## config.mk

```make
export PLATFORM = sky130hd
export DESIGN_NAME = mem_req_ctrl
export DESIGN_NICKNAME = d
export VERILOG_FILES = /design/src/rtl/mem_req_ctrl.sv
export SDC_FILE = /design/constraint.sdc
export NUM_CORES = 1
export LEC_CHECK = 0
export BUFFER_PORTS_ARGS = -buffer_cell sky130_fd_sc_hd__buf_2
export CORE_AREA = 8 8 116 118
export CTS_BUF_LIST = sky130_fd_sc_hd__clkbuf_8 sky130_fd_sc_hd__clkbuf_16
export CTS_CLUSTER_DIAMETER = 200
export DETAILED_ROUTE_END_ITERATION = 10
export DIE_AREA = 0 0 124 126
export GPL_TIMING_DRIVEN = 0
export HOLD_SLACK_MARGIN = 0.12
export PLACE_DENSITY = 0.84
export SLEW_MARGIN = 20
export SYNTH_ARGS = -nofsm -noshare
export SYNTH_HDL_FRONTEND = slang
export SYNTH_SLANG_ARGS = --single-unit
```

## constraint.sdc

```tcl
create_clock -name clk -period 5.6 [get_ports clk]
set_input_delay 0.84 -clock clk [delete_from_list [all_inputs] [get_ports clk]]
set_output_delay 0.84 -clock clk [all_outputs]
set_load 0.1 [all_outputs]
```

## src/rtl/mem_req_ctrl.sv

```systemverilog
// mem_req_ctrl: data-side memory request controller between EX/MEM and an
// SRAM-like bus (req / addr_ok / data_ok).
//   - Latches one request from EX and holds it on the bus until addr_ok.
//   - Counts outstanding transactions and returns data through an in-order
//     response FIFO of depth MAX_OUTST.
//   - A flush squashes every issued, pending or buffered access. Responses
//     that are still in flight are counted in cancel_cnt and dropped on return.
// Optional feature macro: MEM_REQ_ALE_EN. When defined, misaligned half/word
// requests are flagged on req_ale and never accepted. When undefined, req_ale
// is tied low and no alignment check is made.
module mem_req_ctrl #(
   parameter int MAX_OUTST = 2,
   parameter int CNT_W     = 2
) (
   input  logic        clk,
   input  logic        resetn,
   input  logic        req_valid,
   input  logic        req_wr,
   input  logic [1:0]  req_size,
   input  logic [3:0]  req_wstrb,
   input  logic [31:0] req_addr,
   input  logic [31:0] req_wdata,
   output logic        req_accept,
   output logic        resp_valid,
   output logic [31:0] resp_rdata,
   input  logic        resp_ready,
   input  logic        flush,
   output logic        busy,
   output logic        data_sram_req,
   output logic        data_sram_wr,
   output logic [1:0]  data_sram_size,
   output logic [3:0]  data_sram_wstrb,
   output logic [31:0] data_sram_addr,
   output logic [31:0] data_sram_wdata,
   input  logic        data_sram_addr_ok,
   input  logic        data_sram_data_ok,
   input  logic [31:0] data_sram_rdata,
   output logic        req_ale
);

   localparam int               PTR_W        = (MAX_OUTST > 1) ? $clog2(MAX_OUTST) : 1;
   localparam logic [CNT_W:0]   CREDIT_LIMIT = (CNT_W + 1)'(MAX_OUTST);
   localparam logic [PTR_W-1:0] PTR_LAST     = PTR_W'(MAX_OUTST - 1);
   localparam logic [PTR_W-1:0] PTR_ZERO     = {PTR_W{1'b0}};
   localparam logic [CNT_W-1:0] CNT_ZERO     = {CNT_W{1'b0}};

   typedef enum logic [0:0] {
      ST_IDLE = 1'b0,
      ST_REQ  = 1'b1
   } state_e;

   // Advance a FIFO pointer, wrapping at the FIFO depth.
   function automatic logic [PTR_W-1:0] ptr_inc(input logic [PTR_W-1:0] ptr);
      logic [PTR_W-1:0] nxt;
      if (ptr == PTR_LAST) begin
         nxt = PTR_ZERO;
      end else begin
         nxt = ptr + PTR_W'(1);
      end
      return nxt;
   endfunction

   // Misalignment test: half needs addr[0]==0, word needs addr[1:0]==0.
   function automatic logic is_misaligned(input logic [1:0] size, input logic [1:0] addr_lo);
      logic mis;
      case (size)
         2'd1:    mis = addr_lo[0];
         2'd2:    mis = (addr_lo != 2'd0);
         default: mis = 1'b0;
      endcase
      return mis;
   endfunction

   state_e            state_q, state_d;
   logic              req_wr_q, req_wr_d;
   logic [1:0]        req_size_q, req_size_d;
   logic [3:0]        req_wstrb_q, req_wstrb_d;
   logic [31:0]       req_addr_q, req_addr_d;
   logic [31:0]       req_wdata_q, req_wdata_d;
   logic              req_cancel_q, req_cancel_d;
   logic [CNT_W-1:0]  outst_q, outst_d;
   logic [CNT_W-1:0]  cancel_cnt_q, cancel_cnt_d;
   logic [CNT_W-1:0]  fifo_cnt_q, fifo_cnt_d;
   logic [PTR_W-1:0]  wptr_q, wptr_d;
   logic [PTR_W-1:0]  rptr_q, rptr_d;
   logic [31:0]       fifo_mem_q [MAX_OUTST];
   logic [31:0]       fifo_mem_d [MAX_OUTST];

   logic              ale_s;
   logic              credit_ok_s;
   logic              accept_s;
   logic              addr_hs_s;
   logic              cancel_hit_s;
   logic              push_s;
   logic              pop_s;

`ifdef MEM_REQ_ALE_EN
   assign ale_s = req_valid & is_misaligned(req_size, req_addr[1:0]);
`else
   assign ale_s = 1'b0;
`endif

   // Handshake and credit decode shared by the FSM, counters and FIFO.
   always_comb begin
      credit_ok_s  = (({1'b0, outst_q} + {1'b0, fifo_cnt_q}) < CREDIT_LIMIT);
      accept_s     = (state_q == ST_IDLE) & req_valid & ~flush & credit_ok_s & ~ale_s;
      addr_hs_s    = (state_q == ST_REQ) & data_sram_addr_ok;
      // cancel_cnt_q is the pre-flush value: older cancelled returns drain first.
      cancel_hit_s = data_sram_data_ok & (cancel_cnt_q != CNT_ZERO);
      push_s       = data_sram_data_ok & ~cancel_hit_s & ~flush;
      pop_s        = (fifo_cnt_q != CNT_ZERO) & resp_ready;
   end

   // Request FSM: IDLE accepts and latches a request, REQ holds it until addr_ok.
   always_comb begin
      state_d     = state_q;
      req_wr_d    = req_wr_q;
      req_size_d  = req_size_q;
      req_wstrb_d = req_wstrb_q;
      req_addr_d  = req_addr_q;
      req_wdata_d = req_wdata_q;
      case (state_q)
         ST_IDLE: begin
            if (accept_s) begin
               state_d     = ST_REQ;
               req_wr_d    = req_wr;
               req_size_d  = req_size;
               req_wstrb_d = req_wstrb;
               req_addr_d  = req_addr;
               req_wdata_d = req_wdata;
            end else begin
               state_d = ST_IDLE;
            end
         end
         ST_REQ: begin
            if (data_sram_addr_ok) begin
               state_d = ST_IDLE;
            end else begin
               state_d = ST_REQ;
            end
         end
         default: begin
            state_d = ST_IDLE;
         end
      endcase
   end

   // Outstanding count and squash bookkeeping (cancel_cnt, req_cancel).
   always_comb begin
      outst_d      = outst_q + CNT_W'(addr_hs_s) - CNT_W'(data_sram_data_ok);
      cancel_cnt_d = cancel_cnt_q;
      req_cancel_d = req_cancel_q;
      if (flush) begin
         // Every issued transaction not yet returned, this cycle's events included.
         cancel_cnt_d = outst_q + CNT_W'(addr_hs_s) - CNT_W'(data_sram_data_ok);
         // A request still waiting for addr_ok stays on the bus but is marked dead.
         req_cancel_d = (state_q == ST_REQ) & ~data_sram_addr_ok;
      end else begin
         cancel_cnt_d = cancel_cnt_q - CNT_W'(cancel_hit_s)
                                     + CNT_W'(addr_hs_s & req_cancel_q);
         if (addr_hs_s) begin
            req_cancel_d = 1'b0;
         end else begin
            req_cancel_d = req_cancel_q;
         end
      end
   end

   // Response FIFO: push returned data at the tail, pop at the head, clear on flush.
   always_comb begin
      fifo_mem_d = fifo_mem_q;
      fifo_cnt_d = fifo_cnt_q;
      wptr_d     = wptr_q;
      rptr_d     = rptr_q;
      if (flush) begin
         fifo_cnt_d = CNT_ZERO;
         wptr_d     = PTR_ZERO;
         rptr_d     = PTR_ZERO;
      end else begin
         fifo_cnt_d = fifo_cnt_q + CNT_W'(push_s) - CNT_W'(pop_s);
         if (push_s) begin
            fifo_mem_d[wptr_q] = data_sram_rdata;
            wptr_d             = ptr_inc(wptr_q);
         end else begin
            wptr_d = wptr_q;
         end
         if (pop_s) begin
            rptr_d = ptr_inc(rptr_q);
         end else begin
            rptr_d = rptr_q;
         end
      end
   end

   // State, request register, counters and FIFO storage.
   always_ff @(posedge clk or negedge resetn) begin
      if (!resetn) begin
         state_q      <= ST_IDLE;
         req_wr_q     <= 1'b0;
         req_size_q   <= 2'd0;
         req_wstrb_q  <= 4'h0;
         req_addr_q   <= 32'h0000_0000;
         req_wdata_q  <= 32'h0000_0000;
         req_cancel_q <= 1'b0;
         outst_q      <= CNT_ZERO;
         cancel_cnt_q <= CNT_ZERO;
         fifo_cnt_q   <= CNT_ZERO;
         wptr_q       <= PTR_ZERO;
         rptr_q       <= PTR_ZERO;
         for (int i = 0; i < MAX_OUTST; i++) begin
            fifo_mem_q[i] <= 32'h0000_0000;
         end
      end else begin
         state_q      <= state_d;
         req_wr_q     <= req_wr_d;
         req_size_q   <= req_size_d;
         req_wstrb_q  <= req_wstrb_d;
         req_addr_q   <= req_addr_d;
         req_wdata_q  <= req_wdata_d;
         req_cancel_q <= req_cancel_d;
         outst_q      <= outst_d;
         cancel_cnt_q <= cancel_cnt_d;
         fifo_cnt_q   <= fifo_cnt_d;
         wptr_q       <= wptr_d;
         rptr_q       <= rptr_d;
         fifo_mem_q   <= fifo_mem_d;
      end
   end

   assign req_accept      = accept_s;
   assign req_ale         = ale_s;
   assign resp_valid      = (fifo_cnt_q != CNT_ZERO);
   assign resp_rdata      = fifo_mem_q[rptr_q];
   assign busy            = (state_q == ST_REQ) | (outst_q != CNT_ZERO) | (cancel_cnt_q != CNT_ZERO);
   assign data_sram_req   = (state_q == ST_REQ);
   assign data_sram_wr    = req_wr_q;
   assign data_sram_size  = req_size_q;
   assign data_sram_wstrb = req_wstrb_q;
   assign data_sram_addr  = req_addr_q;
   assign data_sram_wdata = req_wdata_q;

endmodule

```

==> results of run 1 <==
-- logic make-up after synthesis --
group | Yosys count | share of synthesized area (%)
flops | 145 | 59.3
xor+xnor | 8 | 1.14
compound gates | 3 | 0.327
mux | 170 | 32.5
simple gates | 18 | 2.19
fa+ha+maj | 7 | 1.55
buf+inv | 23 | 2.96
other cells | 1 | 0.0613
-- cells in the mapped netlist, types with 2 or more instances --
cell,number,share of area [%]
buf_6,9,1.7
buf_8,2,0.49
clkbuf_1,6,0.37
dfrtp_1,145,59
ha_1,6,1.2
inv_1,4,0.25
mux2_1,10,1.8
mux2_2,139,26
mux2_4,20,4.9
nand2_1,2,0.12
nor2_1,4,0.25
nor2b_1,2,0.20
xnor2_1,7,1.0
-- routing by layer --
layer	track usage, %	vias up
li1	-	1797
met1	20.7	1994
met2	34.0	112
met3	4.83	27
met4	8.40	0
met5	0	-
-- layout make-up --
type / count / area share [%]
timing repair buffer: 216 / 14.0
tap: 147 / 2.31
clock inverter: 9 / 0.535
sequential: 145 / 45.6
clock buffer: 22 / 6.21
buffer: 19 / 2.09
multi-input combinational: 207 / 29.1
inverter: 4 / 0.189
-- worst min path at each step --
stage,endpoint,startpoint,slack (ns)
6_report,data_sram_addr[21],resetn,0.35
5_1_grt,data_sram_addr[21],resetn,0.37
4_1_cts,data_sram_addr[21],resetn,0.36
3_5_place_dp,fifo_mem_q[38],fifo_mem_q[38],0.48
3_3_place_gp,fifo_mem_q[38],fifo_mem_q[38],0.46
2_1_floorplan,fifo_mem_q[38],fifo_mem_q[38],0.45
-- worst reg2reg max path: cells and delay by family (launching register included) --
family	cells	cell delay, ns
adder cells (fa/ha/maj)	1	0.49
buffers and inverters	1	0.25
flip-flops	1	0.41
multiplexers	1	0.35
AND/OR/NAND/NOR	2	0.92
-- registers in the layout, summed over array words and instances, names as in the netlist, 2 cells and up --
signal           count
data_sram_addr      32
fifo_cnt_q           2
data_sram_wstrb      4
data_sram_size       2
cancel_cnt_q         2
outst_q              2
fifo_mem_q          64
data_sram_wdata     32
-- per-stage QoR --
step                      setup slack (ns)  util [%]  hold WS, ns
final                                 1.84      67.9        0.347
after global routing                  1.69      67.9        0.373
after CTS                             1.80      67.9        0.357
after detailed placement              2.28      63.3        0.475
after global placement                1.84      63.0        0.463
after floorplan                       2.80         -        0.454
==> impl_metrics.py, run 1 <==
metrics = {
    "sta": {
        "clock_skew_ns": 0.00655,
        "slew_violations": 0,
        "max-slew-margin-rel_pct": 46.6,
        "setup_viol": 0,
        "fin_tns_setup_ns": 0,
        "layout_min_cycle_time_ns": 3.76,
        "fin_crit_sh_pct": 67.2,
        "max_freq_ghz": 0.266,
        "hold_violations": 0,
        "worst_pin_slew_ns": 0.795,
        "rsz0062_at_grt": "false",
    },
    "clock_tree": {
        "clockBufferDepth": 2,
        "cts_resized": 0,
        "clockRootBuffer": "clkbuf_16",
        "cts_tree": "built",
        "clock-sinks": 145,
        "cts-htree-levels": 4,
        "clkSlewWorstSetupHoldPaths_ns": 0.06,
        "cts_hold_buf": 0,
        "numCtsBuffers": 17,
        "clk_latency_ns": 0.41,
        "cts_setup_buffers": 0,
    },
    "worst_setup_path": {
        "cp.arrival_ns": 2.92,
        "reg2regPathDepth": 5,
        "crit_chain": "and2_1, fa_1, nor4_4, buf_6, buf_2",
        "cp_top_family": "simple AND/OR/NAND/NOR gates",
        "cp-end-kind": "primary output",
        "crit_path_end": "req_accept",
        "critPathMaxStageDelay_ns": 0.73,
        "r2r_slack_ns": 3.06,
        "r2r_end": "data_sram_addr[1]",
        "worst-path-max-fanout": 10,
        "critPathSlowestCell": "nor4_4",
        "cp-start-kind": "flip-flop",
        "timing.rr.start": "outst_q[0]",
        "path_class": "flip-flop to primary output",
        "startpoint": "outst_q[0]",
        "cp.depth": 5,
        "worstPathRequired_ns": 4.76,
        "cp_num_buf_inv": 2,
    },
    "detailed_routing": {
        "vias": 3930,
        "first_iter_violations": 179,
        "drc_errors": 0,
        "first_pass_iters": 4,
        "ant_nets": 0,
        "wl_met1_um": 5220,
        "top_layer": "met4",
        "via_per_inst": 5.11,
        "wl_um": 14400,
        "wl_met3_um": 919,
        "wl_per_cell_um": 18.7,
        "wl_met2_um": 7880,
    },
    "placed_design": {
        "place_area_um2": 7420,
        "io_buffer_count": 215,
        "dp_hpwl_um": 11000,
        "gp_congestion": 0.754,
        "placed_cells": 738,
    },
    "synthesis": {
        "ys_types": 32,
        "ys_warn_count": 0,
        "synth_nets": 492,
        "syn-instance-count": 375,
        "synth_edf_count": 0,
        "synth.cell_area_um2": 6120,
        "postSynthAreaPerCell_um2": 16.3,
        "ys.flop_type": "dfrtp_1",
        "async_flop_share_pct": 100,
        "ys_seq_area_share_pct": 59.3,
        "synth-seq-cells": 145,
    },
    "floorplanning": {
        "die_y_um": 126,
        "start_util_pct": 52.3,
        "die_area_um2": 15600,
        "die_x_um": 124,
        "ios": 218,
        "core_area_um2": 11700,
        "rows": 40,
    },
    "run_status": {
        "outcome": "finished clean",
    },
    "worst_hold_path": {
        "hp-class": "primary input to async pin",
    },
    "grt": {
        "antenna_found_initial": 0,
        "track_usage_pct": 19.1,
        "grt_max_degree": 88,
        "grt_pass1_vias": 4432,
        "grt_overflow": 0,
        "grt_pass1_wl_um": 23000,
    },
    "finish": {
        "final_cell_mix": "215 x buf_2, 145 x dfrtp_1, 139 x mux2_2, 20 x mux2_4, 17 x clkbuf_16",
        "fill_cells": 842,
        "syn_to_final_growth_pct": 30.0,
        "layout_commonest_cell": "buf_2",
        "seq_area_um2": 3630,
        "drive_gt1_share_pct": 67.4,
        "multi_input_area_um2": 2310,
        "insertedDiodeCount": 0,
        "fin_nets": 727,
        "postLayoutCellArea_um2": 7960,
        "fin_cells": 769,
    },
    "flow_run": {
        "cap_violations": 0,
    },
}
Power of run 1 is left out: the tool's default activity adds up to more than one toggle a clock period on the data nets, which glitch-free logic cannot reach.
==> inputs of run 2 (changes only) <==
--- a/config.mk
+++ b/config.mk
@@ -6,14 +6,14 @@
 export NUM_CORES = 1
 export LEC_CHECK = 0
 export BUFFER_PORTS_ARGS = -buffer_cell sky130_fd_sc_hd__buf_2
-export CORE_AREA = 8 8 116 118
+export CORE_AREA = 8 8 126 128
 export CTS_BUF_LIST = sky130_fd_sc_hd__clkbuf_8 sky130_fd_sc_hd__clkbuf_16
 export CTS_CLUSTER_DIAMETER = 200
 export DETAILED_ROUTE_END_ITERATION = 10
-export DIE_AREA = 0 0 124 126
+export DIE_AREA = 0 0 134 136
 export GPL_TIMING_DRIVEN = 0
 export HOLD_SLACK_MARGIN = 0.12
-export PLACE_DENSITY = 0.84
+export PLACE_DENSITY = 0.75
 export SLEW_MARGIN = 20
 export SYNTH_ARGS = -nofsm -noshare
 export SYNTH_HDL_FRONTEND = slang
==> constraint.sdc (replaced) <==
create_clock -name clk -period 3.3 [get_ports clk]
set_input_delay 0.495 -clock clk [delete_from_list [all_inputs] [get_ports clk]]
set_output_delay 0.495 -clock clk [all_outputs]
set_load 0.1 [all_outputs]
==> run 2 against run 1 <==
Non-clock buffer count up 2. Clock-buffer cell count shrank 2. Sequential share of layout area is 0.50 points lower. Cell count is 5.2% higher. First-iteration DRC count down 20%. Via count fell by 0.71%. Worst hold slack worse by 0.050 ns. Critical endpoint unchanged.
==> impl_metrics.py, run 2 (synthesized netlist as in run 1, its figures left out) <==
metrics = {
    "worst_hold_path": {
        "hp-class": "primary input to flip-flop",
        "holdPathStages": 2,
        "worstHoldEndpoint": "wptr_q",
        "holdCritStartpoint": "flush",
    },
    "flow_run": {
        "cap_violations": 0,
    },
    "sta": {
        "layout_min_cycle_time_ns": 2.79,
        "setup_viol": 0,
        "fin_tns_setup_ns": 0,
        "worst_pin_slew_ns": 0.667,
        "clock_skew_ns": 0.00636,
        "hold_violations": 0,
        "fin_crit_sh_pct": 84.6,
        "max_freq_ghz": 0.358,
        "rsz0062_at_grt": "false",
        "slew_violations": 0,
        "max-slew-margin-rel_pct": 55.5,
    },
    "worst_setup_path": {
        "worst-path-max-fanout": 10,
        "cp-end-kind": "primary output",
        "path_class": "flip-flop to primary output",
        "reg2regPathDepth": 6,
        "cp_top_family": "buffers and inverters",
        "cp_num_buf_inv": 2,
        "r2r_slack_ns": 1.13,
        "r2r_end": "data_sram_wdata[23]",
        "critPathSlowestCell": "buf_2",
        "cp-start-kind": "flip-flop",
        "critPathMaxStageDelay_ns": 0.44,
        "cp.arrival_ns": 2.30,
        "worstPathRequired_ns": 2.80,
        "timing.rr.start": "outst_q[0]",
        "crit_chain": "and2_1, fa_1, nor4_4, buf_6, buf_2",
    },
    "detailed_routing": {
        "via_per_inst": 4.82,
        "ant_nets": 0,
        "wl_per_cell_um": 17.5,
        "drc_errors": 0,
        "first_pass_iters": 4,
        "wl_um": 14200,
        "first_iter_violations": 143,
        "vias": 3902,
    },
    "finish": {
        "syn_to_final_growth_pct": 31.4,
        "drive_gt1_share_pct": 67.4,
        "fin_nets": 729,
        "final_cell_mix": "215 x buf_2, 145 x dfrtp_1, 139 x mux2_2, 20 x mux2_4, 17 x clkbuf_16",
        "insertedDiodeCount": 0,
        "largest_reg_flops": 64,
        "fin_cells": 809,
        "top_register": "fifo_mem_q",
        "layout_commonest_cell": "buf_2",
    },
    "floorplanning": {
        "core_area_um2": 14000,
        "die_area_um2": 18200,
        "ios": 218,
        "start_util_pct": 43.6,
        "die_x_um": 134,
        "die_y_um": 136,
        "rows": 44,
    },
    "clock_tree": {
        "clockBufferDepth": 2,
        "clk_latency_ns": 0.41,
        "numCtsBuffers": 17,
        "cts_tree": "built",
        "clockRootBuffer": "clkbuf_16",
        "clkSlewWorstSetupHoldPaths_ns": 0.06,
        "cts-htree-levels": 4,
        "clock-sinks": 145,
        "cts_resized": 0,
    },
    "grt": {
        "grt_pass1_vias": 4353,
        "track_usage_pct": 15.6,
        "grt_overflow": 0,
        "grt_max_degree": 97,
        "antenna_found_initial": 0,
        "grt_pass1_wl_um": 22300,
    },
    "placed_design": {
        "placed_cells": 775,
        "io_buffer_count": 215,
        "gp_congestion": 0.768,
        "dp_hpwl_um": 10900,
    },
    "run_status": {
        "outcome": "finished clean",
    },
}
[run 2: changes by cell type in the layout (fill, tap and decap cells not counted), sizes merged]
cell         delta
clkinv          +1
buf             +1
dlygate4sd3     +1
clkbuf          -2
inv             +1
bufinv          +1
[run 2: layer usage]
metal,routed length (um),track usage [%],up-vias,part of all wire (%)
met5,0,0,-,0
met3,771,5.14,19,5.4
met4,259,6.55,0,1.8
met2,7760,28.2,106,55
met1,5370,16.5,1975,38
li1,-,-,1802,-
[run 2: worst max path at each step]
stage | slack, ns | start | end | cells after the start
final | 0.51 | outst_q[0] | req_accept | 5
after global placement | -0.16 | resetn | data_sram_addr[10] | 1
after global routing | 0.38 | rptr_q | resp_rdata[28] | 4
after CTS | 0.48 | fifo_cnt_q[0] | req_accept | 5
after detailed placement | 0.20 | fifo_cnt_q[0] | req_accept | 5
after floorplan | 0.84 | outst_q[0] | req_accept | 4
[run 2: repair_timing]
action | in CTS | in global routing
endpoints found under the setup margin | 1 | 0
buffers inserted | 1 | 0
hold endpoints to repair | 49 | 0
hold buffers | 1 | 0
[run 2: worst register-to-register path, delay by kind of cell (launching register included)]
| kind | cells | cell delay [ns] |
|---|---|---|
| buffers and inverters | 2 | 0.46 |
| AND/OR/NAND/NOR | 2 | 0.44 |
| adder cells (fa/ha/maj) | 1 | 0.40 |
| flip-flops | 1 | 0.39 |
| multiplexers | 1 | 0.35 |
[run 2: area by class of cell]
cell class                 instances  area, um2
fill                            1174       6000
sequential                       145       3630
multi-input combinational        207       2310
timing repair buffer             218       1130
clock buffer                      20        467
tap                              184        230
buffer                            19        166
clock inverter                    12       93.8
inverter                           4       15.0
[run 2: through the flow]
| step | area [um2] | setup WS [ns] | utilization [%] | hold WS (ns) |
|---|---|---|---|---|
| floorplan | 6120 | 0.841 | - | 0.199 |
| global placement | 7430 | -0.157 | 52.9 | 0.463 |
| detailed placement | 7460 | 0.200 | 53.2 | 0.426 |
| CTS | 8040 | 0.483 | 57.3 | 0.282 |
| global route | 8040 | 0.384 | 57.3 | 0.289 |
| finish | 8040 | 0.509 | 57.3 | 0.297 |
Power of run 2 is left out for the same reason.
